**src/rtl/lfsr_seq_ctrl.sv**
```systemverilog
// lfsr_seq_ctrl: shares one external LFSR between two requesters.
// A round-robin arbiter picks a requester in IDLE, then the FSM loads that
// requester's seed into the LFSR, applies cnt shifts and presents the LFSR
// word on a valid/ready response channel tagged with the requester id.
//
// Handshakes:
//   request side : ackN is a one-cycle, combinational accept strobe. seedN/cntN
//                  are captured on the clock edge where ackN=1. There is no
//                  back-pressure; a requester keeps reqN high until it sees ackN.
//   response side: rsp_valid/rsp_data/rsp_id stay stable while rsp_valid=1 and
//                  rsp_ready=0. The word is consumed on the edge where both are 1.
module lfsr_seq_ctrl #(
  parameter int WIDTH = 8,
  parameter int CNT_W = 8
) (
  input  logic             clk,
  input  logic             rst,
  input  logic             req0,
  input  logic [WIDTH-1:0] seed0,
  input  logic [CNT_W-1:0] cnt0,
  output logic             ack0,
  input  logic             req1,
  input  logic [WIDTH-1:0] seed1,
  input  logic [CNT_W-1:0] cnt1,
  output logic             ack1,
  output logic             rsp_valid,
  input  logic             rsp_ready,
  output logic [WIDTH-1:0] rsp_data,
  output logic             rsp_id,
  output logic             busy,
  output logic             lfsr_load,
  output logic [WIDTH-1:0] lfsr_init,
  output logic             lfsr_shift,
  input  logic [WIDTH-1:0] lfsr_result
);

  typedef enum logic [1:0] {
    IDLE  = 2'd0,
    LOAD  = 2'd1,
    SHIFT = 2'd2,
    DONE  = 2'd3
  } state_t;

  state_t           state_q, state_d;
  logic             last_grant_q, last_grant_d;
  logic [WIDTH-1:0] seed_q, seed_d;
  logic [CNT_W-1:0] cnt_q, cnt_d;
  logic [CNT_W-1:0] rem_q, rem_d;
  logic             id_q, id_d;
  logic             grant;

  // State and transaction registers; last_grant resets to 1 so requester 0 wins the first tie.
  always_ff @(posedge clk or posedge rst) begin
    if (rst) begin
      state_q      <= IDLE;
      last_grant_q <= 1'b1;
      seed_q       <= '0;
      cnt_q        <= '0;
      rem_q        <= '0;
      id_q         <= 1'b0;
    end else begin
      state_q      <= state_d;
      last_grant_q <= last_grant_d;
      seed_q       <= seed_d;
      cnt_q        <= cnt_d;
      rem_q        <= rem_d;
      id_q         <= id_d;
    end
  end

  // Next-state, arbitration and all LFSR/response outputs.
  always_comb begin
    state_d      = state_q;
    last_grant_d = last_grant_q;
    seed_d       = seed_q;
    cnt_d        = cnt_q;
    rem_d        = rem_q;
    id_d         = id_q;
    ack0         = 1'b0;
    ack1         = 1'b0;
    rsp_valid    = 1'b0;
    rsp_data     = '0;
    rsp_id       = 1'b0;
    lfsr_load    = 1'b0;
    lfsr_init    = '0;
    lfsr_shift   = 1'b0;
    // Tie goes to the requester not served last; otherwise the lone requester.
    grant        = (req0 && req1) ? ~last_grant_q : req1;

    unique case (state_q)
      IDLE: begin
        // ack is masked while rst is high so every output reads 0 during reset.
        if ((req0 || req1) && !rst) begin
          ack0         = ~grant;
          ack1         = grant;
          seed_d       = grant ? seed1 : seed0;
          cnt_d        = grant ? cnt1 : cnt0;
          id_d         = grant;
          last_grant_d = grant;
          state_d      = LOAD;
        end
      end
      LOAD: begin
        lfsr_load = 1'b1;
        lfsr_init = seed_q;
        if (cnt_q == '0) begin
          state_d = DONE;
        end else begin
          rem_d   = cnt_q;
          state_d = SHIFT;
        end
      end
      SHIFT: begin
        lfsr_shift = 1'b1;
        rem_d      = rem_q - CNT_W'(1);
        // Leaving on rem==1 means exactly cnt_q shift cycles were spent here.
        if (rem_q == CNT_W'(1)) begin
          state_d = DONE;
        end
      end
      DONE: begin
        // No shift is applied here, so lfsr_result is stable for the whole hold.
        rsp_valid = 1'b1;
        rsp_data  = lfsr_result;
        rsp_id    = id_q;
        if (rsp_ready) begin
          state_d = IDLE;
        end
      end
      default: begin
        state_d = IDLE;
      end
    endcase
  end

  assign busy = (state_q != IDLE);

  // The remaining-shift counter must never be zero while shifting, otherwise it would wrap.
  rem_nonzero_a: assert property (@(posedge clk) disable iff (rst)
    (state_q == SHIFT) |-> (rem_q != '0));

endmodule
```
**config.mk**
```make
export PLATFORM = sky130hd
export DESIGN_NAME = lfsr_seq_ctrl
export DESIGN_NICKNAME = d
export VERILOG_FILES = /design/src/rtl/lfsr_seq_ctrl.sv
export SDC_FILE = /design/constraint.sdc
export NUM_CORES = 1
export LEC_CHECK = 0
export ABC_AREA = 1
export BUFFER_PORTS_ARGS = -buffer_cell sky130_fd_sc_hd__buf_2
export CORE_AREA = 2 2 80 82
export DETAILED_ROUTE_END_ITERATION = 10
export DIE_AREA = 0 0 82 84
export PLACE_DENSITY = 0.57
export SLEW_MARGIN = 15
export SYNTH_ARGS = -nofsm -noshare
export SYNTH_HDL_FRONTEND = slang
export SYNTH_SLANG_ARGS = --single-unit
```
**constraint.sdc**
```tcl
create_clock -name clk -period 1.7 [get_ports clk]
set_input_delay 0.085 -clock clk [delete_from_list [all_inputs] [get_ports clk]]
set_output_delay 0.085 -clock clk [all_outputs]
set_load 0.03 [all_outputs]
```
==> results.py <==
metrics = {
    "placed_design": {
        "port_buffers": 67,
        "place_hpwl_um": 3344,
        "dpl_cell_area_mm2": 0.002187,
        "placed_cells": 406,
        "routabilityCongestion": 0.7943,
    },
    "pwr": {
        "p_leak_nw": 1.414,
        "power_w": 0.003910,
        "ir_drop_mv": 0.6383,
        "powerDensity_mw_per_mm2": 1689,
    },
    "clocking": {
        "cts-root-buf": "clkbuf_8",
        "cts.clk_slew.worst_paths_ns": 0.10,
        "htreeDepth": 1,
        "clkSinkCount": 28,
        "clk_path_buf_depth": 2,
        "cts_tree": "done",
        "clk-insertion-delay-late_ns": 0.27,
        "cts_buffers": 3,
    },
    "synth": {
        "synthArstFlopShare_pct": 100.0,
        "synth.avg_cell_area_um2": 6.665,
        "ys.flop_type": "dfrtp_1",
        "syn_nets": 311,
        "synth.area.mux_share_pct": 0,
        "ys_seq_area_share_pct": 40.51,
        "netlist.area_leader.share_pct": 38.99,
        "synth_area_leaders": "dfrtp_1 (39%), nand2_1 (24%), nand3_1 (8.4%), inv_1 (7.6%), nor2_1 (4.5%)",
        "synth_edf_count": 0,
        "yosysWarnings": 0,
        "synth_cell_types": 20,
        "yosys.area.top_type": "dfrtp_1",
        "synth_cells": 260,
        "synth_most_common_cell": "nand2_1",
        "synth_xor_area_share_pct": 0,
        "synth.ff_latch_count": 28,
        "synth_compound_area_share_pct": 4.188,
        "yosys-top-cells-count": "nand2_1 (113), inv_1 (35), nand3_1 (29)",
        "synth_top_family_by_area": "simple AND/OR/NAND/NOR gates",
        "netlist_area_mm2": 0.001733,
        "synth_adder_area_share_pct": 4.332,
        "synthSimpleGateAreaFrac_pct": 39.93,
    },
    "floorplanning": {
        "rows": 29,
        "io_pins": 68,
        "start_util_pct": 28.43,
        "die_x_um": 82,
        "core_mm2": 0.006096,
        "dieArea_mm2": 0.006888,
        "die_h_um": 84,
    },
    "final_layout": {
        "fin_area_mm2": 0.002315,
        "area_delta_synth_final_pct": 33.57,
        "final_cells": 415,
        "final_nets": 390,
        "drive_above_1_share_pct": 28.11,
        "diodes": 0,
    },
    "sta": {
        "period_minus_slack_ns": 1.594,
        "hold_ws_ns": 0.004285,
        "finalCritPeriodShare_pct": 93.78,
        "finClkSkew_ns": 0.007436,
        "slew-limit-headroom_pct": 74.99,
        "finalSetupTns_ns": 0,
        "drv_slew": 0,
        "rsz0062_at_grt": "no",
        "setup_violations": 0,
        "worst_slew_pin_slew_ns": 0.3751,
        "clock.fmax_mhz": 627.3,
        "hold_viol_final": 0,
    },
    "drt": {
        "viasPerCell": 4.282,
        "avgRoutedWirePerCell_um": 10.83,
        "vias": 1777,
        "drtIter0Drc": 116,
        "firstDrtPassIters": 4,
        "drtAntennaViolNets": 0,
        "drcViolationCount": 0,
        "routed_wl_um": 4496,
    },
    "worst_setup_path": {
        "path_max_fanout": 4,
        "cp-start-kind": "flop",
        "end_kind": "output port",
        "path_class": "flop to output port",
        "worstPathArrival_ns": 1.51,
        "critPathRequiredTime_ns": 1.62,
    },
    "global_route": {
        "grt_pass1_vias": 1680,
        "antenna_found_initial": 0,
        "gr-total-overflow": 0,
        "grt_pass1_wl_um": 7631,
        "grt_max_degree": 29,
        "grt.total_usage_pct": 13.75,
    },
    "hold_path": {
        "hold_class": "input pin to flop",
    },
    "run_status": {
        "status": "finished clean",
    },
    "job": {
        "maxCapViolations": 0,
    },
}
==> power breakdown <==
group          leakage, nW  internal (W)  switching, W
Sequential           0.349      0.000989      0.000228
Clock               0.0288      0.000207      0.000215
Combinational         1.04      0.000840       0.00143
==> area by class of cell <==
type | instances | area, µm²
multi-input combinational | 187 | 847.1
inverter | 37 | 138.9
fill | 664 | 3781
clock buffer | 4 | 55.05
timing repair buffer | 82 | 475.5
tap | 77 | 96.34
sequential | 28 | 701.9
==> cell families (layout without fill, tap and decap cells) <==
kind of cell / Yosys count / count (layout)
fa+ha+maj: 6 / 6
compound gates: 14 / 14
buf+inv: 45 / 123
simple gates: 167 / 167
flops: 28 / 28
==> cell usage in the layout (no fill, tap or decap), types with 3 or more instances in the layout <==
cell type	Yosys	final
nand2_1	113	113
inv_2	2	3
ha_1	6	4
buf_2	3	65
o21ai_0	9	9
nand3_1	29	29
nor2_1	21	20
dfrtp_1	27	27
buf_4	1	13
clkbuf_8	0	4
inv_1	35	34
==> per-layer routing <==
layer	global-route usage (%)	vias up	routed length, µm
li1	-	941	-
met1	17.97	795	2128
met2	23.36	37	2145
met3	2.165	4	157
met4	3.333	0	65
met5	0	-	0
==> flip-flops by register name, indices dropped and copies added (netlist names) <==
register      cells
last_grant_q      1
id_q              1
seed_q            8
rem_q             8
state_q           2
cnt_q             8
==> worst max-delay path: stages, from the launching register on <==
cell,delay [ns]
dfrtp_1,0.43
inv_2,0.09
ha_2,0.17
inv_1,0.06
nor2_2,0.09
inv_2,0.09
nor2_8,0.16
buf_6,0.15
==> repair_timing <==
item	CTS	global route
pin swaps	2	2
endpoints found under the setup margin	2	29
endpoints found under the hold margin	27	0
hold buffers	1	0
resized for setup	3	5
cloned	0	0
setup buffers	2	2
==> metrics by stage <==
step                      setup WS [ns]  utilization (%)
after floorplan                0.008745                -
after global placement          0.07848            35.88
after detailed placement        0.04154            35.88
after CTS                     0.0005214            37.54
after global routing           0.002464            37.97
final                            0.1058            37.97
==> path summary, 6_finish.rpt <==
check | startpoint | to | slack (ns) | depth (start not counted)
min reg2reg | last_grant_q | last_grant_q | 0.48 | 2
max in group asynchronous | rst | last_grant_q | 0.95 | 4
max reg2reg | state_q[1] | seed_q[5] | 0.15 | 10
min | cnt1[5] | cnt_q[5] | 0.004 | 3
max | state_q[1] | ack1 | 0.11 | 7
min in group asynchronous | rst | rem_q[0] | 0.44 | 4
(Power assumes the default switching activity.)
